### config.mk
export PLATFORM = sky130hd
export DESIGN_NAME = logic_gate_pipe
export DESIGN_NICKNAME = d
export VERILOG_FILES = /design/src/rtl/logic_gate_pipe.sv
export SDC_FILE = /design/constraint.sdc
export NUM_CORES = 1
export LEC_CHECK = 0
export ABC_AREA = 1
export ABC_CLOCK_PERIOD_IN_PS = 1700
export BUFFER_PORTS_ARGS = -buffer_cell sky130_fd_sc_hd__buf_2
export CAP_MARGIN = 25
export CORE_MARGIN = 2
export CORE_UTILIZATION = 49
export CTS_CLUSTER_DIAMETER = 120
export DETAILED_ROUTE_END_ITERATION = 16
export PLACE_DENSITY = 0.78
export SLEW_MARGIN = 15
export SYNTH_ARGS = -nofsm -noshare
export SYNTH_HDL_FRONTEND = slang
export SYNTH_SLANG_ARGS = --single-unit
export TNS_END_PERCENT = 100
### constraint.sdc
create_clock -name clk -period 1.7 [get_ports clk]
set_input_delay 0.085 -clock clk [delete_from_list [all_inputs] [get_ports clk]]
set_output_delay 0.085 -clock clk [all_outputs]
set_load 0.02 [all_outputs]
### src/rtl/logic_gate_pipe.sv
// rtl/logic_gate_pipe.sv - pipelined multi-function bitwise logic unit with accumulator
//
// Applies one of eight bitwise operations to two WIDTH-bit operands and
// holds the result in an output register behind a valid/ready handshake.
// When acc_mode is set, the internal accumulator takes the place of
// operand B and the result is written back into the accumulator.
//
// Parameters:
//   WIDTH     operand/result width in bits (1..64)
//   CNT_W     width of the wrapping accepted-beat counter
//
// Ports:
//   clk, rst    rising-edge clock, asynchronous active-high reset
//   in_valid    operand beat present
//   in_ready    unit can accept a beat (depends only on out_valid/out_ready)
//   a, b        operands; b is ignored in accumulate mode
//   op          operation select, sampled with the beat
//   acc_mode    use acc as operand B and write the result back into acc
//   acc_clr     clear acc; honoured every cycle, with or without a beat
//   out_valid   result beat present
//   out_ready   consumer accepts the result
//   y           registered result
//   y_any       OR-reduction of y
//   y_all       AND-reduction of y
//   acc         accumulator contents
//   txn_count   number of accepted input beats, wraps silently

module logic_gate_pipe #(
    parameter int WIDTH = 8,
    parameter int CNT_W = 16
) (
    input  logic             clk,
    input  logic             rst,
    input  logic             in_valid,
    output logic             in_ready,
    input  logic [WIDTH-1:0] a,
    input  logic [WIDTH-1:0] b,
    input  logic [2:0]       op,
    input  logic             acc_mode,
    input  logic             acc_clr,
    output logic             out_valid,
    input  logic             out_ready,
    output logic [WIDTH-1:0] y,
    output logic             y_any,
    output logic             y_all,
    output logic [WIDTH-1:0] acc,
    output logic [CNT_W-1:0] txn_count
);

    // Operation encodings
    localparam logic [2:0] OP_AND  = 3'b000;
    localparam logic [2:0] OP_OR   = 3'b001;
    localparam logic [2:0] OP_XOR  = 3'b010;
    localparam logic [2:0] OP_NAND = 3'b011;
    localparam logic [2:0] OP_NOR  = 3'b100;
    localparam logic [2:0] OP_XNOR = 3'b101;
    localparam logic [2:0] OP_NOT  = 3'b110;
    localparam logic [2:0] OP_BUF  = 3'b111;

    logic             accept;
    logic             consume;
    logic [WIDTH-1:0] b_eff;
    logic [WIDTH-1:0] f;

    // The output register can take a new beat when it is empty or is being
    // drained this very cycle, which gives one beat per clock under no
    // backpressure. Deliberately independent of in_valid.
    assign in_ready = !out_valid || out_ready;
    assign accept   = in_valid && in_ready;
    assign consume  = out_valid && out_ready;

    // Effective operand B. A clear that arrives together with an
    // accumulate beat means "start a fresh chain", so the beat sees zero
    // instead of the stale accumulator.
    always_comb begin
        b_eff = b;
        if (acc_mode) begin
            b_eff = acc_clr ? '0 : acc;
        end
    end

    always_comb begin
        f = '0;
        case (op)
            OP_AND:  f = a & b_eff;
            OP_OR:   f = a | b_eff;
            OP_XOR:  f = a ^ b_eff;
            OP_NAND: f = ~(a & b_eff);
            OP_NOR:  f = ~(a | b_eff);
            OP_XNOR: f = ~(a ^ b_eff);
            OP_NOT:  f = ~a;
            OP_BUF:  f = a;
            default: f = '0;
        endcase
    end

    // Output register: loads on accept (also when a consume happens in the
    // same cycle), drops valid only after a consume with no new beat, and
    // otherwise holds everything stable under backpressure.
    always_ff @(posedge clk or posedge rst) begin
        if (rst) begin
            out_valid <= 1'b0;
            y         <= '0;
            y_any     <= 1'b0;
            y_all     <= 1'b0;
        end else if (accept) begin
            out_valid <= 1'b1;
            y         <= f;
            y_any     <= |f;
            y_all     <= &f;
        end else if (consume) begin
            out_valid <= 1'b0;
        end
    end

    // Accumulator. An accumulate beat writes its result (which already
    // reflects acc_clr through b_eff); otherwise acc_clr clears whether or
    // not a beat is accepted, so a standalone clear needs no handshake.
    always_ff @(posedge clk or posedge rst) begin
        if (rst) begin
            acc <= '0;
        end else if (accept && acc_mode) begin
            acc <= f;
        end else if (acc_clr) begin
            acc <= '0;
        end
    end

    always_ff @(posedge clk or posedge rst) begin
        if (rst) begin
            txn_count <= '0;
        end else if (accept) begin
            txn_count <= txn_count + CNT_W'(1);
        end
    end

endmodule

### After elaboration in Yosys (flattened, before gate mapping)

Cells that the tools add are included.

| storage, ports and cells | value |
|---|---|
| register bits after elaboration | 35 |
| logic and storage cells | 36 |
| input bits | 25 |

| cells by class | value |
|---|---|
| add/sub/neg operators | 1 |
| equality and inequality tests | 7 |
| bitwise operators | 7 |
| reduce and logical (&&, ||, !) cells | 9 |
| multiplexer cells | 6 |

Operators with widths:

| cell | count |
|---|---|
| $pmux 8 s8 | 1 |
| $not 8->8 | 4 |
| $mux 8 | 3 |
| $add 16x1->16 const B | 1 |
| $eq 3x3->1 const B | 4 |
| $and 8x8->8 | 1 |
| $or 8x8->8 | 1 |
| $reduce_and 8->1 | 1 |
| $reduce_or 8->1 | 1 |
| $xor 8x8->8 | 1 |
| $eq 3x2->1 const B | 2 |
| $eq 3x1->1 const B | 1 |
| $logic_and 1x1->1 | 3 |
| $logic_not 3->1 | 1 |
| $mux 1 | 2 |
| $reduce_bool 2->1 | 1 |
| $logic_not 1->1 | 1 |
| $logic_or 1x1->1 | 1 |

### Depth between registers and ports, before layout

Gate-level depths: netlist of the first run.

| logic depth | value |
|---|---|
| depth after elaboration | 6 |
| gate-level depth with buffers | 15 |
| gate-level depth less buffers | 14 |

### Worst setup path before layout of the first run

Ideal clock, no wire load.

| path | value |
|---|---|
| kind | register to register |
| start | reg acc[7] |
| end | reg y_any |
| path slack | -0.109 ns |
| setup time | 0.117 ns |
| arrival time | 1.692 ns |
| period minus slack after synthesis | 1.809 ns |
| data required time | 1.583 ns |
| cell stages (with the launch flop) | 14 |
| path through | dfrtp_1 nand2_1 o21ai_0 inv_1 ha_1 inv_1 nand4_1 nand2_1 nor2_1 nand3_1 nor2_1 nand3_1 nor2_1 nor2_1 |

| between the ends | value |
|---|---|
| cells in the longest elaborated chain, start to end | 6 |

RTL lines:

| element | RTL line | source |
|---|---|---|
| start, declared | 46 | `output logic [WIDTH-1:0] acc,` |
| start signal, assigned | 121 | `acc <= '0;` |
| start signal, assigned | 123 | `acc <= f;` |
| start signal, assigned | 125 | `acc <= '0;` |
| $mux 8 * | n/a |  |
| $mux 8 * | 77 | `if (acc_mode) begin` |
| $xor 8x8->8 (tied with other cells) | 87, 90 |  |
| $not 8->8 (on tied branches) | 90, 88, 89 |  |
| $pmux 8 s8 * | 84 | `case (op)` |
| $reduce_or 8->1 * | 109 | `y_any <= \|f;` |
| end signal, assigned | 109 |  |
| end, declared | 44 | `output logic y_any,` |

Mark *: on every way between the ends. The rest lies on a longest branch, timed or not.
A chain may end at the register's enable or synchronous reset.

### Worst setup path in the final report of the first run

Same ends and word-level chain as after synthesis.

==> flow_summary.json, run 1 <==
{
  "outcome": "finished with violations",
  "violated_checks": "negative setup slack",
  "whs_path_cells": 4,
  "max_slew.worst_pin.slew_ns": 0.419,
  "post_drt_via_cell_ratio": 5.37,
  "critPathLaunchType": "flip-flop",
  "r2r_start": "acc[7]",
  "io_buffers": 60,
  "leakage_nw": 2.03,
  "drtPass1Iterations": 6,
  "ioPinCount": 61,
  "antenna_found_initial": 0,
  "gr-total-overflow": 0,
  "final_period_minus_worst_setup_slack_ns": 1.89,
  "maxSlewViolCount": 0,
  "preCtsSetupSlack_ns": -0.312,
  "synth_nets": 411,
  "yosysSeqAreaShare_pct": 33.5,
  "grt_setup_unrepaired": "true",
  "grtUsageTotal_pct": 25.3,
  "route.antenna.remaining_nets": 0,
  "clock_pin_slew_reported_for_the_worst_setup_and_hold_paths_after_clock_tree_synthesis_ns": 0.08,
  "start_point_of_the_worst_min_delay_path": "out_ready",
  "nets": 525,
  "min_period_over_period_pct": 111,
  "postSynthAreaPerCell_um2": 7.08,
  "ff2ff_path_depth": 13,
  "die_x_um": 77.0,
  "vdd_drop_max_mv": 0.617,
  "source_to_sink_clock_delay_at_the_later_pin_of_the_worst_skew_pair_ns": 0.30,
  "timing.reg2reg.setup_slack_ns": -0.19,
  "yosysWarningCount": 0,
  "cts_htree_levels": 2,
  "final_cell_count_no_fill": 554,
  "gp_congestion": 0.935,
  "route.vias.total": 2973,
  "crit_type": "reg -> reg",
  "core.rowCount": 26,
  "route.detailed.drc": 0,
  "drive_above_1_share_pct": 45.9,
  "netlist_area_um2": 2610,
  "setup.worst_path.end_class": "flip-flop",
  "grt_pass1_vias": 2665,
  "detail_route.wl_per_cell_um": 14.7,
  "area.growth.synth_to_final_pct": 48.3,
  "cp_data_required_time_ns": 1.89,
  "worstHoldEndpoint": "out_valid",
  "place.detailed.instances": 527,
  "antenna_cells": 0,
  "timing.critical_path.arrival_ns": 2.08,
  "grt_start_max_net_pins": 36,
  "floorplan.die.height_um": 77.0,
  "worstHoldPathType": "in -> reg",
  "power-per-cell-area_nw_per_um2": 824,
  "critical_path.reg2reg.endpoint": "y_any",
  "routed_wirelength_um": 8150,
  "timing.max_cap.violations": 0,
  "cts_root_buffer": "sky130_fd_sc_hd__clkbuf_8",
  "final_hold_viol_count": 0,
  "final.fill_count": 381,
  "final_setup_violations": 10,
  "skew_ns": 0.0107,
  "yosys.cell_types.count": 28,
  "path_max_fanout": 4,
  "final_total_pwr_mw": 3.19,
  "detail_route.iter0.violations": 202,
  "grt_first_pass_wirelength_um": 12100,
  "tritoncts_clock_tree": "yes",
  "hpwl_um": 5000,
  "postSynthRegisterBits": 35,
  "clk_path_buf_depth": 2,
  "start_util_pct": 50.8,
  "fp.coreArea_um2": 5140,
  "final_critical_path_setup_slack_ns": -0.191,
  "fmax_mhz": 529,
  "cts.sink_count": 35,
  "floorplan.die_area_um2": 5930,
  "maxSlewHeadroom_pct": 71.9,
  "syn_inst": 369,
  "numCtsBuffers": 5
}
[critical path, stage by stage (launching register included)]
cell                      delay, ns
sky130_fd_sc_hd__dfrtp_2       0.38
sky130_fd_sc_hd__nand2_2       0.06
sky130_fd_sc_hd__o21ai_2       0.17
sky130_fd_sc_hd__inv_2         0.07
sky130_fd_sc_hd__ha_4          0.27
sky130_fd_sc_hd__inv_2         0.03
sky130_fd_sc_hd__nand4_1       0.07
sky130_fd_sc_hd__nand2_1       0.08
sky130_fd_sc_hd__nor2_2        0.15
sky130_fd_sc_hd__nand3_4       0.12
sky130_fd_sc_hd__nor2_1        0.13
sky130_fd_sc_hd__nand3_1       0.10
sky130_fd_sc_hd__nor2_1        0.11
sky130_fd_sc_hd__nor2_1        0.05
[cell usage in the layout (no fill, tap or decap), types with 13 or more instances in the layout]
master / Yosys / routed
sky130_fd_sc_hd__nand2_1: 103 / 91
sky130_fd_sc_hd__buf_2: 4 / 60
sky130_fd_sc_hd__buf_4: 3 / 49
sky130_fd_sc_hd__inv_1: 47 / 33
sky130_fd_sc_hd__nor2_1: 43 / 31
sky130_fd_sc_hd__dfrtp_1: 35 / 28
sky130_fd_sc_hd__nand4_1: 16 / 16
sky130_fd_sc_hd__nand3_1: 24 / 16
sky130_fd_sc_hd__inv_2: 1 / 14
sky130_fd_sc_hd__nand2_2: 4 / 13
[cell type report]
| type | instances | area (µm²) | area share (%) |
|---|---|---|---|
| multi-input cells | 271 | 1800 | 46.4 |
| flip-flops and latches | 35 | 885 | 22.8 |
| repair buffers | 120 | 800 | 20.6 |
| inverters | 50 | 194 | 5.00 |
| well taps | 70 | 87.6 | 2.26 |
| clock buffers | 5 | 68.8 | 1.78 |
| clock inverters | 3 | 43.8 | 1.13 |
[flip-flops by register name, summed over array words and instances (netlist names)]
signal,count
txn_count,16
out_valid,1
y_all,1
y_any,1
acc,8
y,8
[how the worst max path moves through the flow]
stage | startpoint | endpoint | slack (ns) | cells after the start
6_report | acc[7] | y_any | -0.19 | 13
5_1_grt | acc[7] | y_any | -0.30 | 13
4_1_cts | acc[4] | y_any | -0.1 | 13
3_5_place_dp | acc_mode | y_any | -0.31 | 15
3_3_place_gp | acc_mode | y_any | -0.26 | 15
2_1_floorplan | acc[4] | y_any | -0.01 | 13
[cell usage after synthesis]
master | n | share of area, %
sky130_fd_sc_hd__nor4_1 | 1 | 0.24
sky130_fd_sc_hd__inv_2 | 1 | 0.14
sky130_fd_sc_hd__nand3_2 | 5 | 1.9
sky130_fd_sc_hd__or2_2 | 1 | 0.24
sky130_fd_sc_hd__ha_1 | 17 | 8.1
sky130_fd_sc_hd__buf_4 | 3 | 0.86
sky130_fd_sc_hd__nor2_2 | 1 | 0.24
sky130_fd_sc_hd__xor2_1 | 10 | 3.4
sky130_fd_sc_hd__nor3_1 | 3 | 0.57
sky130_fd_sc_hd__o21ai_0 | 25 | 4.8
sky130_fd_sc_hd__clkbuf_1 | 3 | 0.43
sky130_fd_sc_hd__nand2_1 | 103 | 15
sky130_fd_sc_hd__a21boi_0 | 1 | 0.29
sky130_fd_sc_hd__nor2_4 | 2 | 0.86
sky130_fd_sc_hd__clkinv_1 | 1 | 0.14
sky130_fd_sc_hd__nand3_1 | 24 | 4.6
sky130_fd_sc_hd__buf_2 | 4 | 0.77
sky130_fd_sc_hd__nand2_2 | 4 | 0.96
sky130_fd_sc_hd__nor3_2 | 3 | 1.1
sky130_fd_sc_hd__o21ai_2 | 1 | 0.34
sky130_fd_sc_hd__dfrtp_1 | 35 | 34
sky130_fd_sc_hd__nand3b_1 | 7 | 2.0
sky130_fd_sc_hd__nor2_1 | 43 | 6.2
sky130_fd_sc_hd__nand4_1 | 16 | 3.8
sky130_fd_sc_hd__xnor2_1 | 4 | 1.3
sky130_fd_sc_hd__inv_4 | 1 | 0.24
sky130_fd_sc_hd__inv_1 | 47 | 6.8
sky130_fd_sc_hd__buf_6 | 3 | 1.3
[kinds of logic (layout without fill, tap and decap cells)]
group	after synthesis	in the layout	share of synthesized area (%)
AO/OA/AOI/OAI	27	27	5.41
XOR/XNOR	14	14	4.69
adder cells (fa/ha/maj)	17	17	8.14
buffers and inverters	63	178	10.6
flip-flops	35	35	33.5
AND/OR/NAND/NOR	213	213	37.6
[through the flow]
step                instance area, µm²  hold WS [ns]  TNS [ns]  utilization, %
floorplan                         2620         0.239   -0.0122               -
global placement                  3240         0.202     -1.85            63.1
detailed placement                3240         0.201     -2.69            63.1
CTS                               3540        0.0505    -0.139            68.9
global route                      3870        0.0714     -1.74            75.4
finish                            3870        0.0727    -0.641            75.4
[power by group]
group          internal [mW]  switching (mW)
clock network          0.437           0.332
registers              0.984           0.151
logic                  0.532           0.755
[what timing repair did]
item,CTS,global route
pin swaps,14,30
hold endpoints to repair,35,0
buffers inserted,6,12
hold buffers,1,0
endpoints found under the setup margin,15,20
resized for setup,40,66
[layer usage]
layer  share of wire [%]  track usage (%)  vias to the layer above
met3                 7.6             5.18                       32
li1                    -                -                     1398
met1                  41             33.2                     1368
met2                  48             42.4                      175
met4                 3.0             7.14                        0
met5                   0                0                        -
No activity file was read; power rests on OpenSTA's default activity.
==> run 2, diff against run 1 <==
- ABC_AREA: 1 -> not set
- CORE_UTILIZATION: 49 -> 48
- PLACE_DENSITY: 0.78 -> 0.77
==> flow_summary.json, run 2 <==
{
  "floorplan.die_area_um2": 5710,
  "place_area_um2": 3320,
  "most_numerous_cell_types_in_the_synthesized_netlist": "35 x sky130_fd_sc_hd__dfrtp_1, 27 x sky130_fd_sc_hd__nand2_1, 21 x sky130_fd_sc_hd__inv_1, 17 x sky130_fd_sc_hd__ha_1, 17 x sky130_fd_sc_hd__nor2_1",
  "tritoncts_clock_tree": "yes",
  "mostFrequentLayoutCell": "sky130_fd_sc_hd__buf_2",
  "postSynthRegisterBits": 35,
  "drive_above_1_share_pct": 57.4,
  "skew_ns": 0.00204,
  "largest_cells_by_area_after_synthesis": "sky130_fd_sc_hd__dfrtp_1 36%, sky130_fd_sc_hd__ha_1 8.6%, sky130_fd_sc_hd__xnor2_1 4.3%",
  "detail_route.wl_per_cell_um": 14.7,
  "preCtsSetupSlack_ns": -0.580,
  "cts_root_buffer": "sky130_fd_sc_hd__clkbuf_8",
  "source_to_sink_clock_delay_at_the_later_pin_of_the_worst_skew_pair_ns": 0.28,
  "power-per-cell-area_nw_per_um2": 769,
  "detail_route.iter0.violations": 137,
  "fp.coreArea_um2": 5010,
  "timing.critical_path.arrival_ns": 2.50,
  "critical_path_buf_inv_count": 1,
  "grt_start_max_net_pins": 36,
  "netlist_area_um2": 2460,
  "gp_congestion": 0.832,
  "max_ffs_per_register": 16,
  "outcome": "finished with violations",
  "yosys.cell_types.count": 53,
  "final_hold_viol_count": 0,
  "syn_inst": 267,
  "area.growth.synth_to_final_pct": 52.3,
  "clk_path_buf_depth": 2,
  "leakage_nw": 1.79,
  "post_drt_via_cell_ratio": 5.29,
  "grt_pass1_vias": 2237,
  "final_critical_path_setup_slack_ns": -0.617,
  "cp_common_cell": "sky130_fd_sc_hd__mux2_4",
  "vdd_drop_max_mv": 0.603,
  "maxSlewViolCount": 0,
  "antenna_cells": 0,
  "die_x_um": 75.6,
  "postSynth.topFlopCell": "sky130_fd_sc_hd__dfrtp_1",
  "yosysSeqAreaShare_pct": 35.6,
  "routed_wirelength_um": 6600,
  "postSynthAreaPerCell_um2": 9.21,
  "antenna_found_initial": 0,
  "commonest_cells_after_routing_fill_and_taps_aside": "60 x sky130_fd_sc_hd__buf_2, 48 x sky130_fd_sc_hd__buf_4, 27 x sky130_fd_sc_hd__nand2_1, 27 x sky130_fd_sc_hd__dfrtp_1, 15 x sky130_fd_sc_hd__o21ai_2",
  "r2r_start": "acc[3]",
  "start_point_of_the_worst_min_delay_path": "in_valid",
  "timing.reg2reg.setup_slack_ns": -0.62,
  "cp_data_required_time_ns": 1.88,
  "final_period_minus_worst_setup_slack_ns": 2.32,
  "crit_path_cell_trace": "nor2b_4, mux2_4, inv_2, ha_4, mux2_4, mux4_2, nor2_2, nand4b_1, o41ai_2",
  "timing.max_cap.violations": 0,
  "whs_path_cells": 2,
  "route.detailed.drc": 0,
  "synth.most_common_cell": "sky130_fd_sc_hd__dfrtp_1",
  "numCtsBuffers": 5,
  "clock_pin_slew_reported_for_the_worst_setup_and_hold_paths_after_clock_tree_synthesis_ns": 0.07,
  "setup.worst_path.end_class": "flip-flop",
  "io_buffers": 60,
  "cts.sink_count": 35,
  "drtPass1Iterations": 4,
  "grt_first_pass_wirelength_um": 10300,
  "critPathLaunchType": "flip-flop",
  "synth_nets": 309,
  "final_setup_violations": 18,
  "maxSlewHeadroom_pct": 70.9,
  "max_slew.worst_pin.slew_ns": 0.437,
  "route.vias.total": 2369,
  "route.antenna.remaining_nets": 0,
  "fmax_mhz": 432,
  "ff2ff_path_depth": 9,
  "registers.top_by_ff_count": "txn_count",
  "worst_path_largest_cell_delay_ns": 0.50,
  "largestRegisters": "txn_count (16), acc (8), y (8)",
  "yosysWarningCount": 0,
  "ioPinCount": 61,
  "floorplan.die.height_um": 75.6,
  "cp_top_family": "multiplexers",
  "netlist.area_leader.share_pct": 35.6,
  "async_flop_share_pct": 100,
  "worstHoldEndpoint": "out_valid",
  "path_max_fanout": 3,
  "start_util_pct": 49.1,
  "stdcell_area_um2": 3750,
  "worstHoldPathType": "in -> reg",
  "violated_checks": "negative setup slack",
  "critical_path.reg2reg.endpoint": "y_all",
  "final.fill_count": 358,
  "nets": 419,
  "core.rowCount": 26,
  "grt_setup_unrepaired": "true",
  "hpwl_um": 4690,
  "crit_type": "reg -> reg",
  "biggest_area_consumer_among_synthesized_cells": "sky130_fd_sc_hd__dfrtp_1",
  "min_period_over_period_pct": 136,
  "crit_path_top_delay_cell": "sky130_fd_sc_hd__mux4_2",
  "gr-total-overflow": 0,
  "synth-edff-count": 0,
  "cts_htree_levels": 2,
  "grtUsageTotal_pct": 23.3
}
==> run 2: worst max-delay path by stage <==
stage,start,end,cells after the start
floorplan,acc[3],y_all,9
global placement,acc[3],y_all,9
detailed placement,acc[3],y_all,9
CTS,acc[3],y_all,9
global route,acc[3],y_all,9
finish,acc[3],y_all,9
==> run 2: logic make-up after synthesis <==
| kind of cell | share of synthesized area (%) |
|---|---|
| AOI/OAI and AO/OA | 14.9 |
| DFF | 35.6 |
| buffers and inverters | 7.12 |
| and+or+nand+nor | 19.2 |
| xor gates and xnor gates | 6.05 |
| muxes | 8.55 |
| adders and majority gates | 8.65 |
==> run 2: per-stage QoR <==
| stage | setup TNS, ns | hold WS [ns] | power, mW | util (%) | cells |
|---|---|---|---|---|---|
| floorplan | -3.36 | 0.193 | 1.71 | - | 267 |
| finish | -5.63 | 0.0243 | 2.88 | 74.8 | 448 |
| global route | -7.04 | 0.0427 | 3.06 | 74.8 | 448 |
| detailed placement | -5.84 | 0.205 | 2.12 | 66.2 | 424 |
| global placement | -5.32 | 0.203 | 2.08 | 66.2 | 424 |
| CTS | -5.50 | 0.0206 | 2.79 | 72.1 | 443 |
==> run 2: final cells by class <==
type / instances / area, µm² / share of cell area, %
Sequential cell: 35 / 886 / 23.6
Multi-Input combinational cell: 197 / 1840 / 49.2
Inverter: 23 / 91.3 / 2.44
Clock inverter: 1 / 5.00 / 0.134
Clock buffer: 7 / 76.3 / 2.04
Timing Repair Buffer: 115 / 756 / 20.2
Tap cell: 70 / 87.6 / 2.34
==> run 2: power by group <==
group / switching (mW) / internal [mW]
sequential: 0.0956 / 0.958
combinational: 0.658 / 0.595
clock: 0.287 / 0.287
total: 1.04 / 1.84
==> run 2: metal layers <==
layer  wire length, µm  vias to the layer above  GRT usage (%)
met5                 0                        -              0
met4                72                        0           4.09
met3               189                        8           3.17
met2              3370                       52           41.3
met1              2970                     1164           30.8
li1                  -                     1145              -
==> run 2: worst register-to-register path, stage by stage (launching register included) <==
cell                       delay, ns
sky130_fd_sc_hd__dfrtp_2        0.40
sky130_fd_sc_hd__nor2b_4        0.12
sky130_fd_sc_hd__mux2_4         0.27
sky130_fd_sc_hd__inv_2          0.07
sky130_fd_sc_hd__ha_4           0.19
sky130_fd_sc_hd__mux2_4         0.25
sky130_fd_sc_hd__mux4_2         0.50
sky130_fd_sc_hd__nor2_2         0.11
sky130_fd_sc_hd__nand4b_1       0.11
sky130_fd_sc_hd__o41ai_2        0.20
==> run 2: what timing repair did <==
action                                  in CTS  in global routing
pin swaps                                   20                  6
endpoints found under the setup margin      18                 21
hold buffers                                 1                  0
setup buffers                               12                  6
endpoints found under the hold margin       35                  0
resized for setup                           31                 22
